$ cat config.mk
export PLATFORM = sky130hd
export DESIGN_NAME = mips_mc_ctrl
export DESIGN_NICKNAME = d
export VERILOG_FILES = /design/src/rtl/mips_ctrl_pkg.sv /design/src/rtl/mips_ctrl_decode.sv /design/src/rtl/mips_mc_ctrl.sv
export SDC_FILE = /design/constraint.sdc
export NUM_CORES = 1
export LEC_CHECK = 0
export BUFFER_PORTS_ARGS = -buffer_cell sky130_fd_sc_hd__clkbuf_2
export CELL_PAD_IN_SITES_DETAIL_PLACEMENT = 0
export CELL_PAD_IN_SITES_GLOBAL_PLACEMENT = 1
export CORE_ASPECT_RATIO = 1.25
export CORE_MARGIN = 2
export CORE_UTILIZATION = 38
export CTS_CLUSTER_DIAMETER = 80
export DETAILED_ROUTE_END_ITERATION = 10
export PLACE_DENSITY_LB_ADDON = 0.1
export SETUP_SLACK_MARGIN = 0.3
export SYNTH_ARGS = -nofsm -noshare
export SYNTH_HDL_FRONTEND = slang
export SYNTH_SLANG_ARGS = --single-unit
$ cat constraint.sdc
create_clock -name clk -period 4.3 [get_ports clk]
set_input_delay 0.43 -clock clk [delete_from_list [all_inputs] [get_ports clk]]
set_output_delay 0.43 -clock clk [all_outputs]
set_load 0.02 [all_outputs]
$ cat src/rtl/mips_ctrl_pkg.sv
// Shared encodings for the multi-cycle MIPS controller: opcode/funct values,
// FSM state numbering, datapath select codes and the small helpers that map
// (state, instruction class) to the next state and to the control word.
package mips_ctrl_pkg;

  localparam logic [5:0] OP_RTYPE = 6'b000000;
  localparam logic [5:0] OP_ORI   = 6'b001101;
  localparam logic [5:0] OP_LUI   = 6'b001111;
  localparam logic [5:0] OP_LW    = 6'b100011;
  localparam logic [5:0] OP_SW    = 6'b101011;
  localparam logic [5:0] OP_BEQ   = 6'b000100;
  localparam logic [5:0] OP_BNE   = 6'b000101;
  localparam logic [5:0] OP_J     = 6'b000010;
  localparam logic [5:0] OP_JAL   = 6'b000011;

  localparam logic [5:0] FN_ADDU  = 6'b100001;
  localparam logic [5:0] FN_SUBU  = 6'b100011;

  localparam logic [3:0] ST_FETCH   = 4'd0;
  localparam logic [3:0] ST_DECODE  = 4'd1;
  localparam logic [3:0] ST_EXEC_R  = 4'd2;
  localparam logic [3:0] ST_WB_R    = 4'd3;
  localparam logic [3:0] ST_EXEC_I  = 4'd4;
  localparam logic [3:0] ST_WB_I    = 4'd5;
  localparam logic [3:0] ST_MEM_ADR = 4'd6;
  localparam logic [3:0] ST_MEM_RD  = 4'd7;
  localparam logic [3:0] ST_WB_MEM  = 4'd8;
  localparam logic [3:0] ST_MEM_WR  = 4'd9;
  localparam logic [3:0] ST_BRANCH  = 4'd10;
  localparam logic [3:0] ST_JUMP    = 4'd11;
  localparam logic [3:0] ST_NOP_RET = 4'd12;
  localparam logic [3:0] ST_TRAP    = 4'd13;

  typedef enum logic [3:0] {
    S_FETCH   = ST_FETCH,
    S_DECODE  = ST_DECODE,
    S_EXEC_R  = ST_EXEC_R,
    S_WB_R    = ST_WB_R,
    S_EXEC_I  = ST_EXEC_I,
    S_WB_I    = ST_WB_I,
    S_MEM_ADR = ST_MEM_ADR,
    S_MEM_RD  = ST_MEM_RD,
    S_WB_MEM  = ST_WB_MEM,
    S_MEM_WR  = ST_MEM_WR,
    S_BRANCH  = ST_BRANCH,
    S_JUMP    = ST_JUMP,
    S_NOP_RET = ST_NOP_RET,
    S_TRAP    = ST_TRAP
  } state_t;

  localparam logic [1:0] ALU_ADD = 2'b00;
  localparam logic [1:0] ALU_SUB = 2'b01;
  localparam logic [1:0] ALU_OR  = 2'b10;
  localparam logic [1:0] ALU_LUI = 2'b11;

  localparam logic [1:0] NPC_SEQ = 2'b00;
  localparam logic [1:0] NPC_OFS = 2'b01;
  localparam logic [1:0] NPC_BEQ = 2'b10;
  localparam logic [1:0] NPC_BNE = 2'b11;

  localparam logic [1:0] DST_RT = 2'b00;
  localparam logic [1:0] DST_RD = 2'b01;
  localparam logic [1:0] DST_RA = 2'b10;

  localparam logic [1:0] M2R_ALU = 2'b00;
  localparam logic [1:0] M2R_MEM = 2'b01;
  localparam logic [1:0] M2R_PC4 = 2'b10;

  // One-hot instruction class; exactly one bit is set for any instruction word.
  typedef struct packed {
    logic rtypeAdd;
    logic rtypeSub;
    logic ori;
    logic lui;
    logic lw;
    logic sw;
    logic beq;
    logic bne;
    logic j;
    logic jal;
    logic bad;
  } instrClass_t;

  // Complete set of registered controls presented to fetch unit and datapath.
  typedef struct packed {
    logic       pcWe;
    logic [1:0] nPcSel;
    logic       jSel;
    logic       regWe;
    logic [1:0] regDst;
    logic       aluSrc;
    logic [1:0] aluOp;
    logic       extOp;
    logic       memWe;
    logic [1:0] memToReg;
    logic       illegal;
  } ctrl_t;

  // Successor state; every retiring state returns to FETCH, unused codes too.
  function automatic state_t nextState(state_t s, instrClass_t c, logic haltOnBad);
    state_t n;
    n = S_FETCH;
    case (s)
      S_FETCH:   n = S_DECODE;
      S_DECODE: begin
        if (c.rtypeAdd | c.rtypeSub) n = S_EXEC_R;
        else if (c.ori | c.lui)      n = S_EXEC_I;
        else if (c.lw | c.sw)        n = S_MEM_ADR;
        else if (c.beq | c.bne)      n = S_BRANCH;
        else if (c.j | c.jal)        n = S_JUMP;
        else if (haltOnBad)          n = S_TRAP;
        else                         n = S_NOP_RET;
      end
      S_EXEC_R:  n = S_WB_R;
      S_EXEC_I:  n = S_WB_I;
      S_MEM_ADR: n = c.lw ? S_MEM_RD : S_MEM_WR;
      S_MEM_RD:  n = S_WB_MEM;
      S_TRAP:    n = S_TRAP;
      S_WB_R, S_WB_I, S_WB_MEM, S_MEM_WR,
      S_BRANCH, S_JUMP, S_NOP_RET: n = S_FETCH;
      default:   n = S_FETCH;
    endcase
    return n;
  endfunction

  // Control word for a state. There is no ALUOut latch in this datapath, so the
  // ALU selects stay asserted through the write-back / memory-access cycles
  // that consume the ALU result.
  function automatic ctrl_t ctrlFor(state_t s, instrClass_t c);
    ctrl_t k;
    k = '0;
    case (s)
      S_EXEC_R: begin
        k.aluOp = c.rtypeSub ? ALU_SUB : ALU_ADD;
      end
      S_WB_R: begin
        k.aluOp    = c.rtypeSub ? ALU_SUB : ALU_ADD;
        k.regWe    = 1'b1;
        k.regDst   = DST_RD;
        k.memToReg = M2R_ALU;
        k.pcWe     = 1'b1;
      end
      S_EXEC_I: begin
        k.aluSrc = 1'b1;
        k.aluOp  = c.lui ? ALU_LUI : ALU_OR;
      end
      S_WB_I: begin
        k.aluSrc = 1'b1;
        k.aluOp  = c.lui ? ALU_LUI : ALU_OR;
        k.regWe  = 1'b1;
        k.regDst = DST_RT;
        k.pcWe   = 1'b1;
      end
      S_MEM_ADR, S_MEM_RD: begin
        k.aluSrc = 1'b1;
        k.extOp  = 1'b1;
        k.aluOp  = ALU_ADD;
      end
      S_WB_MEM: begin
        k.regWe    = 1'b1;
        k.regDst   = DST_RT;
        k.memToReg = M2R_MEM;
        k.pcWe     = 1'b1;
      end
      S_MEM_WR: begin
        k.aluSrc = 1'b1;
        k.extOp  = 1'b1;
        k.memWe  = 1'b1;
        k.pcWe   = 1'b1;
      end
      S_BRANCH: begin
        k.aluOp  = ALU_SUB;
        k.extOp  = 1'b1;
        k.nPcSel = c.bne ? NPC_BNE : NPC_BEQ;
        k.pcWe   = 1'b1;
      end
      S_JUMP: begin
        k.jSel = 1'b1;
        k.pcWe = 1'b1;
        if (c.jal) begin
          k.regWe    = 1'b1;
          k.regDst   = DST_RA;
          k.memToReg = M2R_PC4;
        end
      end
      S_NOP_RET: begin
        k.nPcSel = NPC_SEQ;
        k.pcWe   = 1'b1;
      end
      S_TRAP: begin
        k.illegal = 1'b1;
      end
      default: k = '0;
    endcase
    return k;
  endfunction

endpackage

$ cat src/rtl/mips_ctrl_decode.sv
// Instruction classifier: opcode and funct fields to a one-hot class vector.
// Anything not in the supported subset lands in the 'bad' class.
module mips_ctrl_decode
  import mips_ctrl_pkg::*;
(
  input  logic [5:0]  i_op,
  input  logic [5:0]  i_funct,
  output instrClass_t o_class
);

  // Pure table lookup on the opcode, with funct refining the R-type group.
  always_comb begin
    o_class = '0;
    case (i_op)
      OP_RTYPE: begin
        if (i_funct == FN_ADDU)      o_class.rtypeAdd = 1'b1;
        else if (i_funct == FN_SUBU) o_class.rtypeSub = 1'b1;
        else                         o_class.bad      = 1'b1;
      end
      OP_ORI:  o_class.ori = 1'b1;
      OP_LUI:  o_class.lui = 1'b1;
      OP_LW:   o_class.lw  = 1'b1;
      OP_SW:   o_class.sw  = 1'b1;
      OP_BEQ:  o_class.beq = 1'b1;
      OP_BNE:  o_class.bne = 1'b1;
      OP_J:    o_class.j   = 1'b1;
      OP_JAL:  o_class.jal = 1'b1;
      default: o_class.bad = 1'b1;
    endcase
  end

endmodule

$ cat src/rtl/mips_mc_ctrl.sv
// Multi-cycle main controller. Latches the fetched word in FETCH, classifies
// it, then walks the per-class state sequence. All outputs come from
// registers (state, ir, control word, counter), so there is no combinational
// path from the instruction input to any output.
module mips_mc_ctrl
  import mips_ctrl_pkg::*;
#(
  parameter int CNT_W        = 32,
  parameter int ILLEGAL_HALT = 1
) (
  input  logic             clk,
  input  logic             rst,
  input  logic [31:0]      instruction,
  input  logic [31:0]      zero,
  output logic [31:0]      ir,
  output logic             pc_we,
  output logic [1:0]       nPC_sel,
  output logic             j_sel,
  output logic [25:0]      jValue,
  output logic             reg_we,
  output logic [1:0]       reg_dst,
  output logic             alu_src,
  output logic [1:0]       alu_op,
  output logic             ext_op,
  output logic             mem_we,
  output logic [1:0]       mem_to_reg,
  output logic             illegal,
  output logic [CNT_W-1:0] instr_cnt,
  output logic [3:0]       state
);

  localparam logic HALT_ON_BAD = (ILLEGAL_HALT != 0);

  state_t           r_state;
  logic [31:0]      r_ir;
  ctrl_t            r_ctrl;
  logic [CNT_W-1:0] r_cnt;
  instrClass_t      w_class;
  state_t           w_nextState;
  logic             w_unusedZero;

  // The ALU zero/result word is consumed by the fetch unit, not here.
  assign w_unusedZero = ^zero;

  mips_ctrl_decode u_decode (
    .i_op    (r_ir[31:26]),
    .i_funct (r_ir[5:0]),
    .o_class (w_class)
  );

  assign w_nextState = nextState(r_state, w_class, HALT_ON_BAD);

  // FSM: advance state, load ir only while leaving FETCH, and register the
  // control word belonging to the state being entered.
  always_ff @(posedge clk or posedge rst) begin
    if (rst) begin
      r_state <= S_FETCH;
      r_ir    <= '0;
      r_ctrl  <= '0;
    end else begin
      r_state <= w_nextState;
      r_ctrl  <= ctrlFor(w_nextState, w_class);
      if (r_state == S_FETCH) begin
        r_ir <= instruction;
      end
    end
  end

  // Retired-instruction counter: one count per PC write, wrapping naturally.
  always_ff @(posedge clk or posedge rst) begin
    if (rst) begin
      r_cnt <= '0;
    end else if (r_ctrl.pcWe) begin
      r_cnt <= r_cnt + 1'b1;
    end
  end

  assign ir         = r_ir;
  assign jValue     = r_ir[25:0];
  assign pc_we      = r_ctrl.pcWe;
  assign nPC_sel    = r_ctrl.nPcSel;
  assign j_sel      = r_ctrl.jSel;
  assign reg_we     = r_ctrl.regWe;
  assign reg_dst    = r_ctrl.regDst;
  assign alu_src    = r_ctrl.aluSrc;
  assign alu_op     = r_ctrl.aluOp;
  assign ext_op     = r_ctrl.extOp;
  assign mem_we     = r_ctrl.memWe;
  assign mem_to_reg = r_ctrl.memToReg;
  assign illegal    = r_ctrl.illegal;
  assign instr_cnt  = r_cnt;
  assign state      = r_state;

endmodule

==> impl_summary.txt, run 1 <==
----------------------------------------------------
[GRT]
  Largest net degree at the start of global routing ... 43
  Total global routing overflow ... 0
  Vias in the first global route ... 2,501
  First-pass GRT wire length ... 12.5 mm
  Overall Global Routing Usage ... 14.9%
  Initial antenna violation count ... 0

[Timing]
  Clock skew ... 3.94 ps
  Transition time of the tightest slew-check pin ... 695 ps
  Total of endpoints with negative setup slack in the final report ... 0
  Total Negative Setup Slacks ... 0 ps
  Final critical delay including setup and external delays ... 2150 ps
  Setup repair after global routing missed its margin ... no
  Normalized max-slew margin ... 53.4%
  Fin. Hold Viols ... 0
  Fmax ... 465 MHz
  Final period util ... 50.0%
  Max-slew violation count ... 0
  Post-Route Hold Slack ... 166 ps

[Min path]
  Hold WC Path Type ... in2async

[Power and ir drop]
  Net Sw Power ... 1.45 mW
  Combinational cell fraction of total power ... 42.2%
  Internal Power ... 2.09 mW
  Pwr per Cell Area ... 753 nW/um^2
  Maximum VDD drop ... 0.000335 V
  Switch share ... 41.0%
  Leakage power of the design ... 2.34 nW
  Power, Total ... 3.54 mW
  Proportion of power drawn by flip-flops and latches ... 36.1%
  Clock share of power ... 21.7%

[Logic synthesis]
  Count of cell types in the netlist ... 49
  Simple-gate share of the synthesized area ... 15.1%
  Total of warnings raised by yosys ... 0
  Mean post-synth cell area ... 12.0 sq um
  Share of the synthesized area in compound gates (AO/OA/AOI/OAI) ... 4.31%
  Fraction of synthesized area in multiplexers ... 9.84%
  Top cells by instance count after synthesis ... dfrtp_1, mux2_2, buf_4
  Count of flip-flops with a built-in enable after synthesis ... 0
  Async set-reset flop share out of synthesis ... 100%
  Synthesized Nets ... 382
  Synthesized cell area ... 3770 sq um
  Adder and majority gate portion of the synthesized area ... 0.331%
  Count leader, synth ... dfrtp_1
  Flip-flop and latch count after synthesis ... 82
  Share of the synthesized netlist area taken by xor and xnor gates ... 7.89%
  Combinational family with the most area after synthesis ... simple AND/OR/NAND/NOR gates
  Cell type contributing the most total cell area after synthesis ... dfrtp_1
  Post-synthesis sequential area ratio ... 54.4%
  Largest cells by area after synthesis ... dfrtp_1, mux2_2, buf_4
  Top flip-flop cell by instance count after synthesis ... dfrtp_1
  Fraction of synthesized cell area taken by the top area cell type ... 54.4%
  Number of instances in the synthesized netlist ... 315

[Worst setup path]
  Data required time of the critical path ... 4530 ps
  Reg2Reg Setup Slack ... 2150 ps
  Critical Path Start Type ... register
  Slowest library cell on the worst path ... or4b_4
  Critical Path Max Stage Delay ... 630 ps
  Source of the critical timing path ... state[1]$_DFF_PP0_
  Last element of the critical path ... alu_op[0]$_DFF_PP0_
  Max FO, Critical Path ... 13
  CP bufs+invs ... 0
  CP Capture Type ... register
  Critical Path AT ... 2380 ps
  Cell depth of the worst flop-to-flop path ... 5
  Worst setup path category ... reg2reg
  Startpoint of the worst register-to-register path ... state[1]$_DFF_PP0_
  Series of cell instances along the critical path ... or4b_4 > or3_1 > o22ai_1 > nor2_1 > o32ai_2
  Instance count on the critical path ... 5
  Largest delay share family, worst path ... simple AND/OR/NAND/NOR gates
  Reg-to-reg critical path endpoint ... alu_op[0]$_DFF_PP0_

[Routing]
  Routed via count ... 2,647
  Number of remaining DRC errors ... 0
  Via density per instance ... 4.69
  Total wire length ... 7.60 mm
  Iteration-0 DRC count of the detailed router ... 107
  Pre-Repair DR Iteration Count ... 4
  Residual antenna-violating net count after detailed routing ... 0
  Average routed wire per standard cell ... 13.5 um

[Final layout]
  Fill cell instance count of the final layout ... 888
  Diodes inserted ... 0
  Area taken by multi-input logic gates ... 1420 sq um
  Layout overhead on the synthesized area ... 24.5%
  Share of final-layout standard cells stronger than drive strength 1 ... 47.5%
  Area of all sequential standard cells ... 2050 sq um
  Fin nets ... 500
  Final Instance Count excl. Fillers ... 564

[Clocking]
  Worst-path clk slew ... 60 ps
  Maximum root-to-sink buffer count ... 2
  Number of cells upsized or downsized after cts ... 0
  Clock root cell ... clkbuf_16
  Clock sink total ... 82
  Clk Latency, worst-skew pair ... 330 ps
  CTS tree ... built
  Count of hold-fix buffers inserted at cts ... 0
  # Post-CTS Setup Buffers ... 0
  Level count of the clock H-tree ... 3
  CTS Buf Count ... 9

[Placement]
  Placer congestion estimate ... 0.795
  Post-DP HPWL ... 5.64 mm
  Port-buffer cells ... 142
  Placed cell count ... 548

[Die]
  Die area ... 10,800 sq um
  Placeable core region ... 9660 sq um
  Top-level I/O count ... 175
  Die height ... 115 um
  Cell Rows ... 40
  Die boundary width ... 93.1 um
  Initial core utilization ... 39.1%

[Flow run]
  Number of violations of the max-capacitance limit ... 0

[Run status]
  Status ... complete, no violations

----------------------------------------------------
per-layer routing:
metal	vias up	part of all wire [%]	GRT usage [%]
met4	0	1.8	6.37
met1	1260	43	19.8
li1	1303	-	-
met2	75	50	23.2
met5	-	0	0
met3	9	4.8	3.71
final cells by class:
class	count	share of cell area (%)
sequential	82	43.7
multi-input combinational	187	30.2
timing repair buffer	144	15.4
clock buffer	11	5.38
tap	126	3.35
clock inverter	5	1.12
inverter	9	0.799
power by group through the flow:
stage          clock [mW]  sequential, mW  combinational, mW
2_1_floorplan           0            1.47               1.05
3_3_place_gp            0            1.29               1.51
3_5_place_dp            0            1.30               1.52
4_1_cts             0.797            1.29               1.52
5_1_grt             0.836            1.33               1.62
6_report            0.769            1.28               1.49
cell families after synthesis:
kind of cell,Yosys count
and+or+nand+nor,96
DFF,82
buffers and inverters,46
xor gates and xnor gates,34
muxes,33
AOI/OAI and AO/OA,23
adders and majority gates,1
metrics by stage:
stage | utilization [%] | instance area (sq um) | worst slack [ps]
finish | 48.7 | 4700 | 2150
global route | 48.7 | 4700 | 1940
CTS | 48.7 | 4700 | 2120
detailed placement | 45.5 | 4390 | 2140
global placement | 45.5 | 4390 | 2160
floorplan | - | 3770 | 1760
worst register-to-register path, cell delays in order (launching register included):
cell and delay [ps]:
dfrtp_1 530, or4b_4 630, or3_1 320, o22ai_1 190, nor2_1 130, o32ai_2 270
layout by cell type (no fill, tap or decap), types with 4 or more instances in the layout:
| cell | synthesis | layout |
|---|---|---|
| mux2_2 | 33 | 33 |
| nor3_1 | 10 | 10 |
| clkinv_2 | 0 | 4 |
| clkbuf_2 | 0 | 142 |
| a21oi_1 | 7 | 7 |
| nor2_1 | 21 | 21 |
| nand3_1 | 12 | 12 |
| clkbuf_16 | 0 | 9 |
| inv_1 | 7 | 6 |
| xor2_1 | 14 | 14 |
| and4_1 | 4 | 4 |
| dfrtp_1 | 82 | 82 |
| xnor2_1 | 20 | 20 |
| nand4_1 | 8 | 8 |
| nand2_1 | 13 | 13 |
| and3_1 | 5 | 5 |
worst min-delay path by stage:
stage,endpoint,cells past startpoint
floorplan,instr_cnt[31]$_DFFE_PP0P_,1
global placement,instr_cnt[31]$_DFFE_PP0P_,1
detailed placement,instr_cnt[31]$_DFFE_PP0P_,1
CTS,instr_cnt[28]$_DFFE_PP0P_,2
global route,ir[7]$_DFFE_PP0P_,2
finish,ir[7]$_DFFE_PP0P_,2
Note: power is estimated with default switching activity, not from simulation.
==> run 2, diff against run 1 <==
- CORE_UTILIZATION: 38 -> 32
- clock period: 4.3 -> 1.85 ns (I/O delays scaled with it)
==> run 2 against run 1 <==
Against the previous run:
- the run now ends with setup timing left
- sequential power grew 120%
- first-iteration DRC count is 49% lower
- maximum frequency increased by 16%
- critical path depth unchanged
- critical path type unchanged
- critical endpoint unchanged
==> impl_summary.txt, run 2 (synthesis gave the netlist of run 1 again) <==
----------------------------------------------------
[Run status]
  Status ... complete, but fails checks
  Violated checks ... setup timing

[Die]
  Cell Rows ... 44
  Die boundary width ... 101 um
  Die area ... 12,700 sq um
  Die height ... 125 um
  Top-level I/O count ... 175
  Initial core utilization ... 32.7%
  Placeable core region ... 11,600 sq um

[Timing]
  Final period util ... 100%
  Post-Route Hold Slack ... 77.9 ps
  Transition time of the tightest slew-check pin ... 446 ps
  Normalized max-slew margin ... 70.3%
  Fmax ... 539 MHz
  Setup repair after global routing missed its margin ... yes
  Max-slew violation count ... 0
  Final critical delay including setup and external delays ... 1860 ps
  Total of endpoints with negative setup slack in the final report ... 1
  Worst Setup Slack, final ... -6.65 ps
  Fin. Hold Viols ... 0
  Clock skew ... 6.94 ps

[Clocking]
  Worst-path clk slew ... 60 ps
  CTS tree ... built
  Clock sink total ... 82
  Level count of the clock H-tree ... 3
  Clk Latency, worst-skew pair ... 330 ps
  Clock root cell ... clkbuf_16
  Maximum root-to-sink buffer count ... 2
  CTS Buf Count ... 9

[Final layout]
  Layout overhead on the synthesized area ... 57.0%
  Diodes inserted ... 0
  Leading cell type in the layout, fill and taps excluded ... clkbuf_2
  Fin nets ... 578
  Share of final-layout standard cells stronger than drive strength 1 ... 66.3%
  Final cell area excluding filler cells ... 5930 sq um
  Highest-count cells in the layout ignoring fill and taps ... clkbuf_2, dfrtp_1, buf_4

[Power and ir drop]
  Pwr per Cell Area ... 1800 nW/um^2
  Proportion of power drawn by flip-flops and latches ... 26.7%
  Switch share ... 39.2%
  Combinational cell fraction of total power ... 55.9%
  Maximum VDD drop ... 0.000901 V
  Power, Total ... 10.7 mW
  Internal Power ... 6.48 mW
  Leakage power of the design ... 2.95 nW
  Net Sw Power ... 4.18 mW
  Clock share of power ... 17.4%

[Worst setup path]
  Source of the critical timing path ... state[1]$_DFF_PP0_
  Critical Path Start Type ... register
  Startpoint of the worst register-to-register path ... state[1]$_DFF_PP0_
  CP Capture Type ... register
  Critical Path AT ... 2090 ps
  Worst setup path category ... reg2reg
  Max FO, Critical Path ... 4
  Data required time of the critical path ... 2080 ps

[Routing]
  Average routed wire per standard cell ... 15.0 um
  Via density per instance ... 4.68
  Routed via count ... 3,060
  Pre-Repair DR Iteration Count ... 4
  Residual antenna-violating net count after detailed routing ... 0
  Total wire length ... 9.84 mm
  Number of remaining DRC errors ... 0
  Iteration-0 DRC count of the detailed router ... 55

[Flow run]
  Number of violations of the max-capacitance limit ... 0

[GRT]
  Initial antenna violation count ... 0
  Vias in the first global route ... 3,051
  Largest net degree at the start of global routing ... 83
  First-pass GRT wire length ... 15.5 mm
  Overall Global Routing Usage ... 15.6%
  Total global routing overflow ... 0

[Placement]
  Port-buffer cells ... 142
  Post-DP HPWL ... 6.33 mm
  Placer congestion estimate ... 0.776
  Area post-placement ... 4870 sq um

[Min path]
  Hold Path Origin ... instruction[9]
  Hold WC Path Type ... in2reg

----------------------------------------------------
[run 2: cell count changes in the layout (fill, tap and decap cells not counted), moves of 6 or more]
cell | previous run | this run
nor2_1 | 21 | 11
mux2_4 | 0 | 32
buf_6 | 0 | 17
buf_4 | 2 | 54
dfrtp_1 | 82 | 62
mux2_2 | 33 | 1
nor2_4 | 0 | 6
nor3_1 | 10 | 4
dfrtp_2 | 0 | 20
[run 2: power by group through the flow]
| stage | combinational [mW] | clock (mW) | sequential, mW |
|---|---|---|---|
| global route | 6.34 | 1.98 | 2.93 |
| floorplan | 2.53 | 0 | 3.47 |
| CTS | 5.80 | 1.91 | 2.86 |
| detailed placement | 4.46 | 0 | 2.89 |
| global placement | 4.43 | 0 | 2.86 |
| finish | 5.96 | 1.85 | 2.85 |
[run 2: cell type report]
class | count | area, sq um
repair buffers | 222 | 1500
fillers | 1100 | 5630
inverters | 9 | 41.3
clock buffers | 13 | 260
well taps | 138 | 173
flip-flops and latches | 82 | 2080
multi-input cells | 187 | 1830
clock inverters | 3 | 46.3
[run 2: worst paths after layout]
path	endpoint	slack, ps	cells after the start
min in group asynchronous	instr_cnt[27]$_DFFE_PP0P_	500	4
max in group asynchronous	ir[29]$_DFFE_PP0P_	970	4
min reg2reg	instr_cnt[31]$_DFFE_PP0P_	470	1
max reg2reg	alu_op[0]$_DFF_PP0_	-7	5
max	alu_op[0]$_DFF_PP0_	-7	5
min	ir[9]$_DFFE_PP0P_	80	2
[run 2: critical path, cell delays in order, from the launching register on]
cell	delay (ps)
dfrtp_1	380
or4b_4	570
or3_4	360
o22ai_4	120
nor2_2	80
o32ai_2	260
[run 2: per-layer routing]
metal / up-vias / share of wire, % / GRT usage, %
li1: 1470 / - / -
met1: 1494 / 42 / 19.3
met2: 81 / 53 / 26.6
met3: 15 / 3.5 / 2.35
met4: 0 / 1.9 / 6.68
met5: - / 0 / 0
[run 2: what timing repair did]
item | 4_1_cts | 5_1_grt
setup endpoints to repair | 63 | 62
pin swaps | 16 | 9
gates cloned | 3 | 0
endpoints found under the hold margin | 82 | 0
gates resized for setup | 82 | 19
setup buffers | 23 | 5
hold buffers | 1 | 0
[run 2: stage by stage]
| step | std cells | utilization, % | setup WS (ps) | TNS, ps |
|---|---|---|---|---|
| floorplan | 315 | - | -110 | -712 |
| global placement | 606 | 42.2 | -16.5 | -24.9 |
| detailed placement | 606 | 42.2 | -59.4 | -99.3 |
| CTS | 649 | 50.2 | -37.6 | -37.6 |
| global route | 654 | 51.3 | -77.1 | -303 |
| finish | 654 | 51.3 | -6.65 | -6.65 |
==> run 3, diff against run 2 <==
- SETUP_SLACK_MARGIN: 0.3 -> 0.5
==> run 3 against run 2 <==
Against the previous run:
- the run still ends with setup timing left
- non-clock buffer count did not move
- routed wire length fell by 1.8%
- cell count did not move
- core utilization rose by 1.5 points
- sequential cell count did not move
- global-route usage fell by 0.066 points
- hold slack got worse by 5.7 ps
- critical path type unchanged
==> impl_summary.txt, run 3 (synthesis gave the netlist of run 1 again) <==
----------------------------------------------------
[Run status]
  Status ... complete, but fails checks
  Violated checks ... setup timing

[Final layout]
  Diodes inserted ... 0
  Share of final-layout standard cells stronger than drive strength 1 ... 69.4%
  Final cell area excluding filler cells ... 6100 sq um
  Layout overhead on the synthesized area ... 61.7%
  Fill cell instance count of the final layout ... 1,059
  Highest-count cells in the layout ignoring fill and taps ... clkbuf_2, dfrtp_1, buf_4
  Fin nets ... 578
  Final Instance Count excl. Fillers ... 654
  Leading cell type in the layout, fill and taps excluded ... clkbuf_2

[Timing]
  Setup repair after global routing missed its margin ... yes
  Total Negative Setup Slacks ... -92.4 ps
  Final period util ... 102%
  Fmax ... 529 MHz
  Transition time of the tightest slew-check pin ... 574 ps
  Fin. Hold Viols ... 0
  Post-Route Hold Slack ... 72.2 ps
  Total of endpoints with negative setup slack in the final report ... 3
  Final critical delay including setup and external delays ... 1890 ps
  Clock skew ... 10.0 ps
  Worst Setup Slack, final ... -39.8 ps
  Max-slew violation count ... 0
  Normalized max-slew margin ... 61.7%

[Routing]
  Met3 layer wire length in the routed design ... 340 um
  Number of remaining DRC errors ... 0
  Detailed-routing wirelength on met1 ... 4.15 mm
  Met2 Wirelength ... 5.03 mm
  Routed via count ... 3,031
  Pre-Repair DR Iteration Count ... 4
  Via density per instance ... 4.63
  Highest signal layer in the routed design ... met4
  Residual antenna-violating net count after detailed routing ... 0
  Total wire length ... 9.66 mm
  Iteration-0 DRC count of the detailed router ... 72
  Average routed wire per standard cell ... 14.8 um

[Power and ir drop]
  Leakage power of the design ... 3.04 nW
  Power, Total ... 10.9 mW
  Pwr per Cell Area ... 1780 nW/um^2
  Maximum VDD drop ... 0.000864 V

[Placement]
  Port-buffer cells ... 142
  Area post-placement ... 4920 sq um
  Post-DP HPWL ... 6.56 mm
  Placed cell count ... 607
  Placer congestion estimate ... 0.773

[Worst setup path]
  Max FO, Critical Path ... 6
  Critical Path AT ... 2120 ps
  CP Capture Type ... register
  Reg2Reg Setup Slack ... -40 ps
  Critical Path Start Type ... register
  Startpoint of the worst register-to-register path ... state[3]$_DFF_PP0_
  Worst setup path category ... reg2reg
  Reg-to-reg critical path endpoint ... alu_op[1]$_DFF_PP0_
  Data required time of the critical path ... 2080 ps
  Cell depth of the worst flop-to-flop path ... 5

[GRT]
  Initial antenna violation count ... 0
  First-pass GRT wire length ... 15.4 mm
  Total global routing overflow ... 0
  Largest net degree at the start of global routing ... 35
  Vias in the first global route ... 3,060
  Overall Global Routing Usage ... 15.5%

[Min path]
  Hold-critical path depth ... 2
  Hold Path Origin ... instruction[25]
  Hold Path End ... ir[25]$_DFFE_PP0P_
  Hold WC Path Type ... in2reg

[Die]
  Placeable core region ... 11,600 sq um
  Top-level I/O count ... 175
  Die area ... 12,700 sq um
  Cell Rows ... 44
  Initial core utilization ... 32.7%
  Die height ... 125 um
  Die boundary width ... 101 um

[Flow run]
  Number of violations of the max-capacitance limit ... 0

[Clocking]
  Level count of the clock H-tree ... 3
  Maximum root-to-sink buffer count ... 2
  Clock root cell ... clkbuf_16
  CTS Buf Count ... 9
  Clk Latency, worst-skew pair ... 340 ps
  CTS tree ... built
  Worst-path clk slew ... 70 ps
  Clock sink total ... 82

----------------------------------------------------
==> run 3: cell count changes in the layout (fill, tap and decap cells not counted), sizes merged <==
cell      before  now
bufinv         1    3
buf           79   82
clkinv         1    3
clkbuf       155  149
clkinvlp       2    1
==> run 3: worst max-delay path, cell delays in order (launching register included) <==
cell	delay [ps]
dfrtp_2	400
or4b_4	580
a211o_1	300
and2_4	200
buf_12	130
and3_4	160
==> run 3: report_power, final <==
group	switching [mW]	total, mW	leakage [nW]	internal, mW
registers	0.486	2.85	1.02	2.36
clock network	0.745	2.07	0.167	1.32
logic	2.96	5.97	1.85	3.01
total	4.20	10.9	3.04	6.69
==> run 3: worst max-delay path by stage <==
stage / slack (ps) / startpoint / endpoint / cells past startpoint
floorplan: -110 / state[3]$_DFF_PP0_ / alu_op[0]$_DFF_PP0_ / 6
global placement: -20 / state[1]$_DFF_PP0_ / alu_op[0]$_DFF_PP0_ / 5
detailed placement: -50 / state[1]$_DFF_PP0_ / alu_op[0]$_DFF_PP0_ / 5
CTS: -40 / state[1]$_DFF_PP0_ / alu_op[0]$_DFF_PP0_ / 5
global route: -100 / state[3]$_DFF_PP0_ / alu_op[0]$_DFF_PP0_ / 5
finish: -40 / state[3]$_DFF_PP0_ / alu_op[1]$_DFF_PP0_ / 5
==> run 3: per-layer routing <==
metal  vias up  track usage [%]
li1       1466                -
met1      1489             19.8
met2        67             25.8
met3         9             3.07
met4         0             5.72
met5         -                0
==> run 3: what timing repair did <==
item | CTS | global route
gates cloned | 3 | 0
hold endpoints to repair | 21 | 0
gates resized for setup | 85 | 50
setup buffers | 20 | 7
hold buffers | 1 | 0
endpoints found under the setup margin | 70 | 72
pin swaps | 27 | 19
==> run 3: area by class of cell <==
cell class | instances | area [sq um] | area share, %
Multi-Input combinational cell | 187 | 1900 | 31.2
Tap cell | 138 | 173 | 2.83
Timing Repair Buffer | 222 | 1560 | 25.6
Sequential cell | 82 | 2080 | 34.1
Inverter | 9 | 41.3 | 0.677
Clock buffer | 10 | 229 | 3.75
Clock inverter | 6 | 113 | 1.85
==> run 3: stage by stage <==
| stage | utilization [%] | setup slack (ps) |
|---|---|---|
| finish | 52.8 | -39.8 |
| global route | 52.8 | -100 |
| CTS | 50.6 | -38.8 |
| detailed placement | 42.6 | -54.6 |
| global placement | 42.6 | -22.6 |
| floorplan | - | -110 |
